## config.mk

```make
export PLATFORM = sky130hd
export DESIGN_NAME = trigger_sequencer_flat
export DESIGN_NICKNAME = d
export VERILOG_FILES = /design/src/rtl/trigger_sequencer_pkg.sv /design/src/rtl/trigger_sequencer_if.sv /design/src/rtl/trig_window_cnt.sv /design/src/rtl/trigger_sequencer.sv /design/src/flat_wrapper.sv
export SDC_FILE = /design/constraint.sdc
export NUM_CORES = 1
export LEC_CHECK = 0
export BUFFER_PORTS_ARGS = -buffer_cell sky130_fd_sc_hd__buf_4
export CORE_AREA = 2 2 83 85
export CTS_BUF_LIST = sky130_fd_sc_hd__clkbuf_8
export DETAILED_ROUTE_END_ITERATION = 10
export DIE_AREA = 0 0 85 87
export GPL_ROUTABILITY_DRIVEN = 0
export HOLD_SLACK_MARGIN = 0.15
export PLACE_DENSITY_LB_ADDON = 0.12
export SLEW_MARGIN = 15
export SYNTH_ARGS = -nofsm -noshare
export SYNTH_HDL_FRONTEND = slang
export SYNTH_SLANG_ARGS = --single-unit
export TNS_END_PERCENT = 5
```

## constraint.sdc

```tcl
create_clock -name clk_adc -period 4.6 [get_ports clk_adc]
set_clock_uncertainty 0.05 [all_clocks]
set_input_delay 0.92 -clock clk_adc [delete_from_list [all_inputs] [get_ports clk_adc]]
set_output_delay 0.92 -clock clk_adc [all_outputs]
set_load 0.01 [all_outputs]
```

## src/rtl/trigger_sequencer_pkg.sv

```systemverilog
// Shared encodings and default widths for the two-stage trigger sequencer.
// State encodings are also the readback values seen by the register layer.
package trigger_sequencer_pkg;
  localparam int unsigned CNT_WIDTH_DEF  = 16;
  localparam int unsigned FAIL_WIDTH_DEF = 8;

  typedef enum logic [2:0] {
    IDLE   = 3'd0,
    WAIT_A = 3'd1,
    WINDOW = 3'd2,
    FIRE   = 3'd3,
    DONE   = 3'd4
  } seq_state_e;
endpackage

```

## src/rtl/trigger_sequencer_if.sv

```systemverilog
// Control/status bundle between the edge triggers, register layer and the sequencer.
// The master side is whoever drives arm, triggers and windows. The slave side is the sequencer.
interface trigger_sequencer_if
  import trigger_sequencer_pkg::*;
#(
  parameter int pCNT_WIDTH  = CNT_WIDTH_DEF,
  parameter int pFAIL_WIDTH = FAIL_WIDTH_DEF
);
  logic                   armed_and_ready;
  logic                   enable;
  logic                   stage_b_en;
  logic                   trig_a;
  logic                   trig_b;
  logic [pCNT_WIDTH-1:0]  window_min;
  logic [pCNT_WIDTH-1:0]  window_max;
  logic                   trigger;
  logic                   busy;
  logic [2:0]             state;
  logic [pFAIL_WIDTH-1:0] fail_count;

  modport master (
    output armed_and_ready, enable, stage_b_en, trig_a, trig_b, window_min, window_max,
    input  trigger, busy, state, fail_count
  );

  modport slave (
    input  armed_and_ready, enable, stage_b_en, trig_a, trig_b, window_min, window_max,
    output trigger, busy, state, fail_count
  );
endinterface

```

## src/rtl/trig_window_cnt.sv

```systemverilog
// A-to-B delay counter. It loads to 1 on stage A and increments once per cycle in the window.
// It classifies the current delay against the programmed bounds.
module trig_window_cnt #(
  parameter int pCNT_WIDTH = 16
) (
  input  logic                  clk_adc,
  input  logic                  reset,
  input  logic                  load,
  input  logic                  inc,
  input  logic [pCNT_WIDTH-1:0] window_min,
  input  logic [pCNT_WIDTH-1:0] window_max,
  output logic                  in_window,
  output logic                  too_early,
  output logic                  timeout
);
  logic [pCNT_WIDTH-1:0] count;
  logic [pCNT_WIDTH-1:0] min_eff;

  always_ff @(posedge clk_adc) begin
    if (reset)     count <= '0;
    else if (load) count <= pCNT_WIDTH'(1);
    else if (inc)  count <= count + pCNT_WIDTH'(1);
  end

  // A zero minimum means "B in the very next cycle". Using >= for the timeout also catches a max lowered mid-window.
  always_comb begin
    min_eff   = (window_min == '0) ? pCNT_WIDTH'(1) : window_min;
    too_early = (count < min_eff);
    in_window = !too_early && (count <= window_max);
    timeout   = (count >= window_max);
  end
endmodule

```

## src/rtl/trigger_sequencer.sv

```systemverilog
// Two-stage trigger sequencer. It fires one registered trigger when B follows A within the window.
// It fires at most once per arm cycle and counts failed sequences, saturating.
module trigger_sequencer
  import trigger_sequencer_pkg::*;
#(
  parameter int pCNT_WIDTH  = CNT_WIDTH_DEF,
  parameter int pFAIL_WIDTH = FAIL_WIDTH_DEF
) (
  input logic                 clk_adc,
  input logic                 reset,
  trigger_sequencer_if.slave  bus
);
  seq_state_e             state_q, state_d;
  logic                   trigger_q, busy_q;
  logic [pFAIL_WIDTH-1:0] fail_q;
  logic                   cnt_load, cnt_inc, fail_inc, fail_clr;
  logic                   in_window, too_early, timeout;
  logic                   go, win_fail;

  assign go       = bus.armed_and_ready && bus.enable;
  assign win_fail = bus.trig_b ? (too_early || !in_window) : timeout;

  trig_window_cnt #(.pCNT_WIDTH(pCNT_WIDTH)) u_cnt (
    .clk_adc    (clk_adc),
    .reset      (reset),
    .load       (cnt_load),
    .inc        (cnt_inc),
    .window_min (bus.window_min),
    .window_max (bus.window_max),
    .in_window  (in_window),
    .too_early  (too_early),
    .timeout    (timeout)
  );

  always_ff @(posedge clk_adc) begin
    if (reset) state_q <= IDLE;
    else       state_q <= state_d;
  end

  always_comb begin
    state_d  = state_q;
    cnt_load = 1'b0;
    cnt_inc  = 1'b0;
    fail_inc = 1'b0;
    fail_clr = 1'b0;
    case (state_q)
      IDLE: if (go) begin
        state_d  = WAIT_A;
        fail_clr = 1'b1;
      end
      WAIT_A: if (bus.trig_a) begin
        if (bus.stage_b_en) begin
          state_d  = WINDOW;
          cnt_load = 1'b1;
        end else begin
          state_d  = FIRE;
        end
      end
      WINDOW: begin
        if (bus.trig_b && in_window) begin
          state_d = FIRE;
        end else if (win_fail) begin
          fail_inc = 1'b1;
          if (bus.trig_a) cnt_load = 1'b1;
          else            state_d  = WAIT_A;
        end else if (bus.trig_a) begin
          cnt_load = 1'b1;
        end else begin
          cnt_inc = 1'b1;
        end
      end
      FIRE:    state_d = DONE;
      DONE:    state_d = DONE;
      default: state_d = IDLE;
    endcase
    // Disarm/disable wins over everything, including a pending fire; counters hold.
    if (!go) begin
      state_d  = IDLE;
      cnt_load = 1'b0;
      cnt_inc  = 1'b0;
      fail_inc = 1'b0;
      fail_clr = 1'b0;
    end
  end

  always_ff @(posedge clk_adc) begin
    if (reset) begin
      trigger_q <= 1'b0;
      busy_q    <= 1'b0;
      fail_q    <= '0;
    end else begin
      trigger_q <= (state_d == FIRE);
      busy_q    <= (state_d != IDLE);
      if (fail_clr)                      fail_q <= '0;
      else if (fail_inc && fail_q != '1) fail_q <= fail_q + pFAIL_WIDTH'(1);
    end
  end

  assign bus.trigger    = trigger_q;
  assign bus.busy       = busy_q;
  assign bus.state      = state_q;
  assign bus.fail_count = fail_q;
endmodule
```

## src/flat_wrapper.sv

```systemverilog
// flat-port wrapper written by rule: the top's interface ports become plain ports
module trigger_sequencer_flat import trigger_sequencer_pkg::*;
#(
  parameter int pCNT_WIDTH  = CNT_WIDTH_DEF,
  parameter int pFAIL_WIDTH = FAIL_WIDTH_DEF
)
  (clk_adc, reset, bus_armed_and_ready, bus_enable, bus_stage_b_en, bus_trig_a, bus_trig_b, bus_window_min, bus_window_max, bus_trigger, bus_busy, bus_state, bus_fail_count);
  trigger_sequencer_if #(.pCNT_WIDTH(pCNT_WIDTH), .pFAIL_WIDTH(pFAIL_WIDTH)) bus_i ();
  input logic clk_adc;
  input logic reset;
  input wire logic [$bits(bus_i.armed_and_ready)-1:0] bus_armed_and_ready;
  input wire logic [$bits(bus_i.enable)-1:0] bus_enable;
  input wire logic [$bits(bus_i.stage_b_en)-1:0] bus_stage_b_en;
  input wire logic [$bits(bus_i.trig_a)-1:0] bus_trig_a;
  input wire logic [$bits(bus_i.trig_b)-1:0] bus_trig_b;
  input wire logic [$bits(bus_i.window_min)-1:0] bus_window_min;
  input wire logic [$bits(bus_i.window_max)-1:0] bus_window_max;
  output wire logic [$bits(bus_i.trigger)-1:0] bus_trigger;
  output wire logic [$bits(bus_i.busy)-1:0] bus_busy;
  output wire logic [$bits(bus_i.state)-1:0] bus_state;
  output wire logic [$bits(bus_i.fail_count)-1:0] bus_fail_count;
  assign bus_i.armed_and_ready = bus_armed_and_ready;
  assign bus_i.enable = bus_enable;
  assign bus_i.stage_b_en = bus_stage_b_en;
  assign bus_i.trig_a = bus_trig_a;
  assign bus_i.trig_b = bus_trig_b;
  assign bus_i.window_min = bus_window_min;
  assign bus_i.window_max = bus_window_max;
  assign bus_trigger = bus_i.trigger;
  assign bus_busy = bus_i.busy;
  assign bus_state = bus_i.state;
  assign bus_fail_count = bus_i.fail_count;
  trigger_sequencer #(.pCNT_WIDTH(pCNT_WIDTH), .pFAIL_WIDTH(pFAIL_WIDTH)) u_core (.clk_adc(clk_adc), .reset(reset), .bus(bus_i));
endmodule
```

==> summary.txt <==
outcome - finished, final reports clean
sequential-to-total area share from yosys stat - 26.0%
NetSw - 132 uW
Avg Inst Size Synth - 7.57 um^2
clock tree buffer depth - 2
Sequential Power Share - 47.4%
Tightest Hold Check Type - reg -> reg
max incr delay on CP - 0.65 ns
pin count of the biggest net entering global routing - 17
pre-CTS WS - 0.850 ns
Netlist cell types - 38
PD cells - 192 nW/um^2
cell count after synthesis - 295
clock share of power - 40.3%
# hold bufs at CTS - 0
crit share post-route - 75.7%
post-DP HPWL - 4440 um
ys flop type - dfxtp_1
top-count cell post-synth - inv_1
drt first pass iters - 4
worst vdd ir - 0.0946 mV
io pins - 52
CTS tree - done
CP Max Fanout - 16
switching share of power - 24.6%
Final Hold Viols - 0
insertion delay to the later sink of the worst-skew pair - 0.28 ns
Max Slew Vio Count - 0
DRC - 0
kind of critical path - in -> reg
setup bufs post-CTS - 0
Commonest cells post-synth - 43 x inv_1, 36 x nor2_1, 33 x ha_1, 29 x dfxtp_1, 21 x nand2_1
Finished Core Util - 42.4%
Clock Sinks - 29
Wirelength per Cell - 12.9 um
DP Cell Count - 423
total gr overflow - 0
die width - 85 um
worst path cell trace - buf_4 > inv_1 > ha_1 > a211oi_1 > nor2_1 > a211oi_1 > nand4_1 > nor4_1 > xnor2_1 > nor2_1
Site Rows - 30
final wirelength - 5530 um
antenna violations before repair - 0
flops & latches, synth - 29
Leak - 1.29 nW
Final WS setup - 1.12 ns
Num CTS Buffers - 5
first-pass GRT wire length - 8830 um
IO buf count - 51
Post-synth EDFFs - 0
Internal Power - 403 uW
element type at the critical path end - flop
fin nets - 422
Max Cap Viol - 0
actual slew at the worst max-slew pin - 0.682 ns
# H-tree levels - 2
RSZ-0062 raised after global routing - false
min Tclk post-route - 3.48 ns
flop2flop setup slack - 1.44 ns
Starting Density - 34.0%
WP data required - 4.70 ns
Worst Setup Start Kind - input pin
area leader, netlist - dfxtp_1
Slowest-stage cell, CP - nand4_1
Vias/cell - 4.97
floorplan core area - 6570 um^2
chip height - 87 um
synth warn - 0
net count of the mapped netlist - 367
vias in the first global route - 1902
clock-pin slew on the worst setup and hold paths - 0.06 ns
Post-Layout Cell Count - 430
Via Count - 2138
top cells by area, synth - dfxtp_1 26%, ha_1 18%, inv_1 7.2%, xnor2_1 6.3%, nor2_1 6.1%
Netlist Area Pre-Place - 2230 um^2
Die Area - 7400 um^2
Antenna Cells - 0
share of cells above drive strength 1 - 16.6%
Logic pwr share - 12.3%
setup TNS - 0 ns
Routed Antenna Nets - 0
initial DRC count - 80
root buffer cell - clkbuf_8
slew margin rel. - 54.1%
Overall Global Routing Usage - 15.0%
Finish-stage setup viols - 0
share of the synthesized area in the top cell type - 26.0%
worst hold slack - 0.454 ns
Max Freq - 0.287 GHz
async set-or-reset flop fraction in the synthesized netlist - 0%
Syn-to-layout area delta - 24.6%
crit path DAT - 3.58 ns
post-cts resize count - 0
[stage by stage]
| stage | power [mW] | instance area, um^2 |
|---|---|---|
| final | 0.535 | 2780 |
| after global routing | 0.557 | 2780 |
| after CTS | 0.541 | 2780 |
| after detailed placement | 0.326 | 2700 |
| after global placement | 0.325 | 2700 |
| after floorplan | 0.289 | 2230 |
[kinds of logic after synthesis]
group                    share of synthesized area (%)
multiplexers                                     0.952
AO/OA/AOI/OAI                                     14.6
AND/OR/NAND/NOR                                   25.6
buffers and inverters                             8.12
XOR/XNOR                                          6.27
adder cells (fa/ha/maj)                           18.5
flip-flops                                        26.0
[worst paths after layout]
kind,startpoint,endpoint,cells past startpoint
setup / recovery,bus_window_max[13],u_core.u_cnt.count[10]$_SDFFE_PP0P_,10
setup reg to reg,u_core.u_cnt.count[11]$_SDFFE_PP0P_,u_core.u_cnt.count[10]$_SDFFE_PP0P_,8
hold reg to reg,u_core.bus.fail_count[7]$_SDFFE_PP0P_,u_core.bus.fail_count[7]$_SDFFE_PP0P_,2
hold / removal,u_core.bus.fail_count[7]$_SDFFE_PP0P_,u_core.bus.fail_count[7]$_SDFFE_PP0P_,2
[layout make-up]
type	instances	area, um^2
Sequential cell	29	581
Timing Repair Buffer	51	383
Fill cell	686	3790
Tap cell	80	100
Clock inverter	1	3.75
Inverter	43	161
Clock buffer	6	82.6
Multi-Input combinational cell	220	1470
[cell usage in the layout (no fill, tap or decap), drive strengths merged, types with 3 or more instances in the layout]
| cell | instances |
|---|---|
| nor2b | 3 |
| nor3 | 9 |
| and3 | 3 |
| ha | 33 |
| xnor2 | 16 |
| or3 | 4 |
| nor2 | 36 |
| clkbuf | 6 |
| nand3 | 8 |
| inv | 44 |
| a21oi | 20 |
| o21ai | 13 |
| nor4 | 7 |
| dfxtp | 29 |
| nand4 | 12 |
| a31oi | 3 |
| buf | 51 |
| a21o | 4 |
| nand2 | 21 |
| a211oi | 6 |
[metal layers]
layer / GRT usage [%] / up-vias / wire (um)
li1: - / 1143 / -
met3: 3.60 / 9 / 304
met1: 19.9 / 938 / 2740
met2: 23.9 / 48 / 2410
met4: 4.76 / 0 / 80
met5: 0 / - / 0
[power by group through the flow]
stage / clock network, mW / logic [mW] / registers [mW]
6_report: 0.216 / 0.0657 / 0.253
5_1_grt: 0.229 / 0.0746 / 0.254
4_1_cts: 0.221 / 0.0668 / 0.253
3_5_place_dp: 0 / 0.0666 / 0.259
3_3_place_gp: 0 / 0.0659 / 0.259
2_1_floorplan: 0 / 0.0296 / 0.259
[state kept, by name (all words and copies together), names as in the netlist]
name and flops:
u_core.bus.busy 1, u_core.bus.fail_count 8, u_core.bus.state 3, u_core.bus.trigger 1
u_core.u_cnt.count 16
[critical path, delay by kind of cell]
kind	cells	cell delay, ns
AO/OA/AOI/OAI	2	0.76
XOR/XNOR	1	0.16
adder cells (fa/ha/maj)	1	0.31
AND/OR/NAND/NOR	4	1.33
buffers and inverters	2	0.11
Note: power is estimated with default switching activity, not from simulation.
